**config.mk**
```make
export PLATFORM = sky130hd
export DESIGN_NAME = rr_hold_arbiter_flat
export DESIGN_NICKNAME = d
export VERILOG_FILES = /design/src/rtl/rr_hold_arbiter_if.sv /design/src/rtl/rr_hold_arbiter.sv /design/src/flat_wrapper.sv
export SDC_FILE = /design/constraint.sdc
export NUM_CORES = 1
export LEC_CHECK = 0
export ABC_CLOCK_PERIOD_IN_PS = 3800
export CORE_MARGIN = 5
export CORE_UTILIZATION = 52
export CTS_CLUSTER_SIZE = 30
export DETAILED_ROUTE_END_ITERATION = 16
export PLACE_DENSITY = 0.81
export SLEW_MARGIN = 10
export SYNTH_ARGS = -nofsm -noshare
export SYNTH_HDL_FRONTEND = slang
export SYNTH_SLANG_ARGS = --single-unit
```
**constraint.sdc**
```tcl
create_clock -name clk -period 3.8 [get_ports clk]
set_clock_uncertainty 0.15 [all_clocks]
set_input_delay 0.57 -clock clk [delete_from_list [all_inputs] [get_ports clk]]
set_output_delay 0.57 -clock clk [all_outputs]
set_load 0.03 [all_outputs]
```
**src/rtl/rr_hold_arbiter_if.sv**
```systemverilog
// Request/grant bundle between the per-core request lines and the shared-resource arbiter.
// master: requesting side (drives req); slave: arbiter (drives grant and status).
interface rr_hold_arbiter_if #(
  parameter int unsigned NUM_CORES = 4,
  parameter int unsigned MAX_HOLD  = 8
);
  localparam int unsigned IDW = (NUM_CORES > 1) ? $clog2(NUM_CORES) : 1;
  localparam int unsigned HCW = $clog2(MAX_HOLD + 1);

  logic [NUM_CORES-1:0] req;
  logic [NUM_CORES-1:0] grant;
  logic                 grant_valid;
  logic [IDW-1:0]       grant_id;
  logic [HCW-1:0]       hold_cnt;

  modport master (
    output req,
    input  grant,
    input  grant_valid,
    input  grant_id,
    input  hold_cnt
  );

  modport slave (
    input  req,
    output grant,
    output grant_valid,
    output grant_id,
    output hold_cnt
  );
endinterface

```
**src/rtl/rr_hold_arbiter.sv**
```systemverilog
// Work-conserving round-robin arbiter: an owner keeps its grant while it holds req,
// bounded by a MAX_HOLD fairness cap whenever another core is waiting.
module rr_hold_arbiter #(
  parameter int unsigned NUM_CORES = 4,
  parameter int unsigned MAX_HOLD  = 8
) (
  input  logic             clk,
  input  logic             rst,
  rr_hold_arbiter_if.slave bus
);

  localparam int unsigned IDW = (NUM_CORES > 1) ? $clog2(NUM_CORES) : 1;
  localparam int unsigned HCW = $clog2(MAX_HOLD + 1);

  // last_owner resets to the top index so the first scan starts at core 0
  localparam logic [IDW-1:0] LAST_RST = IDW'(NUM_CORES - 1);
  localparam logic [HCW-1:0] HOLD_MAX = HCW'(MAX_HOLD - 1);

  typedef enum logic {
    IDLE  = 1'b0,
    OWNED = 1'b1
  } state_e;

  state_e               state_q, state_d;
  logic [NUM_CORES-1:0] grant_q, grant_d;
  logic [IDW-1:0]       owner_q, owner_d;
  logic [IDW-1:0]       last_q, last_d;
  logic [HCW-1:0]       hold_q, hold_d;

  logic                 found;
  logic [IDW-1:0]       win;
  int unsigned          scan_idx;
  logic                 others;
  logic                 keep;

  // Rotating priority scan starting just after the previous owner
  always_comb begin
    found    = 1'b0;
    win      = '0;
    scan_idx = 0;
    for (int i = 0; i < NUM_CORES; i++) begin
      scan_idx = (32'(last_q) + 32'(i) + 32'd1) % NUM_CORES;
      if (!found && bus.req[IDW'(scan_idx)]) begin
        found = 1'b1;
        win   = IDW'(scan_idx);
      end
    end
  end

  // grant_q is one-hot on the owner while OWNED, so masking it leaves the contenders
  assign others = |(bus.req & ~grant_q);
  assign keep   = (state_q == OWNED) && bus.req[owner_q] &&
                  !((hold_q == HOLD_MAX) && others);

  always_comb begin
    state_d = state_q;
    grant_d = grant_q;
    owner_d = owner_q;
    last_d  = last_q;
    hold_d  = hold_q;

    if (keep) begin
      if (hold_q != HOLD_MAX) begin
        hold_d = hold_q + HCW'(1);
      end
    end else if (found) begin
      state_d      = OWNED;
      grant_d      = '0;
      grant_d[win] = 1'b1;
      owner_d      = win;
      last_d       = win;
      hold_d       = '0;
    end else begin
      // owner id and rotation pointer are kept so grant_id holds across idle
      state_d = IDLE;
      grant_d = '0;
    end
  end

  always_ff @(posedge clk or posedge rst) begin
    if (rst) begin
      state_q <= IDLE;
      grant_q <= '0;
      owner_q <= '0;
      last_q  <= LAST_RST;
      hold_q  <= '0;
    end else begin
      state_q <= state_d;
      grant_q <= grant_d;
      owner_q <= owner_d;
      last_q  <= last_d;
      hold_q  <= hold_d;
    end
  end

  assign bus.grant       = grant_q;
  assign bus.grant_valid = (state_q == OWNED);
  assign bus.grant_id    = owner_q;
  assign bus.hold_cnt    = hold_q;

endmodule

```
**src/flat_wrapper.sv**
```systemverilog
// flat-port wrapper written by rule: the top's interface ports become plain ports
module rr_hold_arbiter_flat 
#(
  parameter int unsigned NUM_CORES = 4,
  parameter int unsigned MAX_HOLD  = 8
)
  (clk, rst, bus_req, bus_grant, bus_grant_valid, bus_grant_id, bus_hold_cnt);
  rr_hold_arbiter_if #(.NUM_CORES(NUM_CORES), .MAX_HOLD(MAX_HOLD)) bus_i ();
  input  logic clk;
  input  logic rst;
  input wire logic [$bits(bus_i.req)-1:0] bus_req;
  output wire logic [$bits(bus_i.grant)-1:0] bus_grant;
  output wire logic [$bits(bus_i.grant_valid)-1:0] bus_grant_valid;
  output wire logic [$bits(bus_i.grant_id)-1:0] bus_grant_id;
  output wire logic [$bits(bus_i.hold_cnt)-1:0] bus_hold_cnt;
  assign bus_i.req = bus_req;
  assign bus_grant = bus_i.grant;
  assign bus_grant_valid = bus_i.grant_valid;
  assign bus_grant_id = bus_i.grant_id;
  assign bus_hold_cnt = bus_i.hold_cnt;
  rr_hold_arbiter #(.NUM_CORES(NUM_CORES), .MAX_HOLD(MAX_HOLD)) u_core (.clk(clk), .rst(rst), .bus(bus_i));
endmodule
```
==> flow_summary.json <==
{
  "status": "completed",
  "finalNetCount": 98,
  "die_w_um": 49.1,
  "cts-root-buf": "clkbuf_4",
  "worstSkewPairLatency_ns": 0.27,
  "async_flop_share_pct": 100,
  "num_vias": 643,
  "ir_drop_v": 0.000450,
  "use_met2_pct": 21.7,
  "finalMaxSlewViolations": 0,
  "diodes": 0,
  "ios": 17,
  "cts_tree": "built",
  "grt_use_met1_pct": 19.0,
  "critPathLaunch": "bus_req[3]",
  "die_area_um2": 2410,
  "cellPowerDensity_nw_per_um2": 780,
  "cp_num_cells": 5,
  "syn-mean-instance-area_um2": 11.0,
  "synth_fp_nets": 79,
  "cp.buffers_inverters": 1,
  "synth-seq-cells": 13,
  "critPathRequiredTime_ns": 3.81,
  "coreArea_um2": 1470,
  "area_growth_pct": 24.0,
  "wirelength_um": 1690,
  "setup_tns_ns": 0,
  "timing.final.crit_share_pct": 60.9,
  "ff_latch_area_um2": 328,
  "ant_nets": 0,
  "dp_cells": 102,
  "rows": 14,
  "r2r_start": "u_core.bus.hold_cnt[0]$_DFFE_PP0P_",
  "critical-path-top-delay-family": "compound AO/OA/AOI/OAI gates",
  "gr-usage-all-layers_pct": 14.4,
  "hold_class": "flop to flop",
  "synth-edff-count": 0,
  "final-instance-count-excl-fill": 106,
  "finalPower_w": 0.000767,
  "crit-reg2reg-capture": "u_core.bus.grant_id[0]$_DFFE_PP0P_",
  "setup_viol": 0,
  "cp_data_arrival_time_ns": 2.32,
  "rsz0062_at_grt": "false",
  "drc": 0,
  "rrSetupSlack_ns": 1.71,
  "clk_pin_slew_ns": 0.07,
  "setup.worst_path.end_class": "flop",
  "vias_per_cell": 6.07,
  "grt_antenna_before_repair": 0,
  "gr-max-usage-layer": "met2",
  "critical-path-max-stage-delay_ns": 0.53,
  "start_util_pct": 53.9,
  "fp.dieH_um": 49.1,
  "p_leak_nw": 0.408,
  "holdBufCountCts": 0,
  "ys_types": 35,
  "fin_crit_ns": 2.31,
  "wl_per_cell_um": 15.9,
  "cp-endpoint": "u_core.bus.grant_id[0]$_DFFE_PP0P_",
  "crit_fanout": 10,
  "finalHoldViolCount": 0,
  "ys_seq_area_share_pct": 41.3,
  "firstDrtPassIters": 4,
  "maxSlewHeadroom_pct": 57.7,
  "worst-setup-path-type": "primary input to flop",
  "multi_input_area_um2": 438,
  "grt_max_degree": 14,
  "hold_ws_ns": 0.396,
  "worstMarginPinSlew_ns": 0.632,
  "place_hpwl_um": 1290,
  "synthesis.instances": 72,
  "h-tree-depth": 1,
  "first_global_vias": 637,
  "cts_resized": 0,
  "fmax_mhz": 432,
  "maxCapViolations": 0,
  "clockBufferDepth": 2,
  "syn-cell-area_um2": 793,
  "cts_buffers": 3,
  "grt_pass1_wl_um": 2740,
  "drive_gt1_share_pct": 21.1,
  "crit_chain": "clkdlybuf4s50_1 -> mux2i_1 -> o22ai_1 -> a21boi_4 -> mux2_4",
  "synth-main-ff-cell": "dfrtp_1",
  "use_met3_pct": 4.89,
  "numClockSinks": 13,
  "reg2reg_depth": 5,
  "postCtsSetupBuffers": 0,
  "nFillCells": 124,
  "slowest_stage": "clkdlybuf4s50_1",
  "yosys_warnings": 0,
  "place_congestion": 0.782,
  "critPathLaunchType": "primary input",
  "drt_iter0_markers": 23,
  "portBuffers": 16,
  "grt_overflow": 0
}
[how the worst min path moves through the flow]
stage	startpoint	depth (start not counted)	slack, ns	endpoint
floorplan	rst	1	0.30	u_core.bus.grant[0]$_DFFE_PP0N_
global placement	u_core.bus.grant[1]$_DFFE_PP0N_	1	0.38	u_core.bus.grant[1]$_DFFE_PP0N_
detailed placement	u_core.bus.grant[2]$_DFFE_PP0N_	2	0.38	u_core.bus.grant[2]$_DFFE_PP0N_
CTS	u_core.bus.grant[0]$_DFFE_PP0N_	1	0.40	u_core.bus.grant[0]$_DFFE_PP0N_
global route	u_core.bus.grant[0]$_DFFE_PP0N_	1	0.40	u_core.bus.grant[0]$_DFFE_PP0N_
finish	u_core.bus.grant[0]$_DFFE_PP0N_	1	0.40	u_core.bus.grant[0]$_DFFE_PP0N_
[power by group]
part           leakage, nW  switching, W   total, W  internal (W)
clock network       0.0150     0.0000390  0.0000797     0.0000407
logic                0.234      0.000239   0.000436      0.000198
registers            0.159     0.0000542   0.000251      0.000197
[per-layer routing]
| metal | routed length [µm] | share of wire (%) | vias to the layer above |
|---|---|---|---|
| met5 | 0 | 0 | - |
| met4 | 16 | 0.95 | 0 |
| met3 | 126 | 7.5 | 2 |
| met2 | 797 | 47 | 20 |
| met1 | 750 | 44 | 313 |
| li1 | - | - | 308 |
[logic make-up after synthesis]
family                   share of synthesized area (%)
AO/OA/AOI/OAI                                     25.6
adder cells (fa/ha/maj)                           1.58
buffers and inverters                             3.47
flip-flops                                        41.3
multiplexers                                      7.57
AND/OR/NAND/NOR                                   20.5
[synth_stat cells (3+ instances only)]
master	number	area share (%)
nand3_1	3	1.9
nor2_1	3	1.4
dfrtp_1	11	35
inv_1	3	1.4
mux2i_1	3	3.8
o21ai_0	6	3.8
nor2b_1	4	3.2
o22ai_1	4	3.2
[layout make-up]
type,count,area share (%)
multi-input combinational,54,44.5
inverter,3,1.15
tap,16,2.04
sequential,13,33.3
clock buffer,4,2.67
timing repair buffer,16,16.3
[worst register-to-register path, cell delays in order (launching register included)]
cell and delay [ns]:
dfrtp_1 0.41, ha_1 0.21, and3b_1 0.34, o41ai_4 0.17, a21boi_4 0.37, mux2_4 0.33
[cell usage in the layout (no fill, tap or decap)]
master and n:
a21bo_2 1, nand2b_1 2, and2b_2 1, or4_4 2, clkbuf_4 3, nand2_1 2
o22ai_1 4, nor3_1 2, a21oi_1 2, inv_1 3, o32a_1 1, nor2b_1 4
o31ai_1 1, a21oi_2 1, o21ai_0 6, nor4_2 1, o32ai_1 1, o22a_4 1
or2_2 1, a21boi_4 1, mux2_4 2, a32o_1 1, a22o_2 1, and2_2 1
or3_1 1, dfrtp_1 11, mux2i_1 3, o2bb2ai_1 1, ha_1 1, and3b_1 2
dfstp_2 2, clkdlybuf4s50_1 16, nand3_1 3, clkbuf_1 1, o41ai_4 1, nor2_1 3
[per-stage QoR]
stage	util [%]	area [µm²]	setup WS [ns]
2_1_floorplan	-	793	1.75
3_3_place_gp	65.1	957	1.28
3_5_place_dp	65.1	957	1.25
4_1_cts	66.8	983	1.52
5_1_grt	66.8	983	1.42
6_report	66.8	983	1.49
[state kept, by name (all words and copies together), names as in the netlist]
signal                  count
u_core.bus.grant_valid      1
u_core.bus.hold_cnt         4
u_core.last_q               2
u_core.bus.grant            4
u_core.bus.grant_id         2
(Power assumes the default switching activity.)
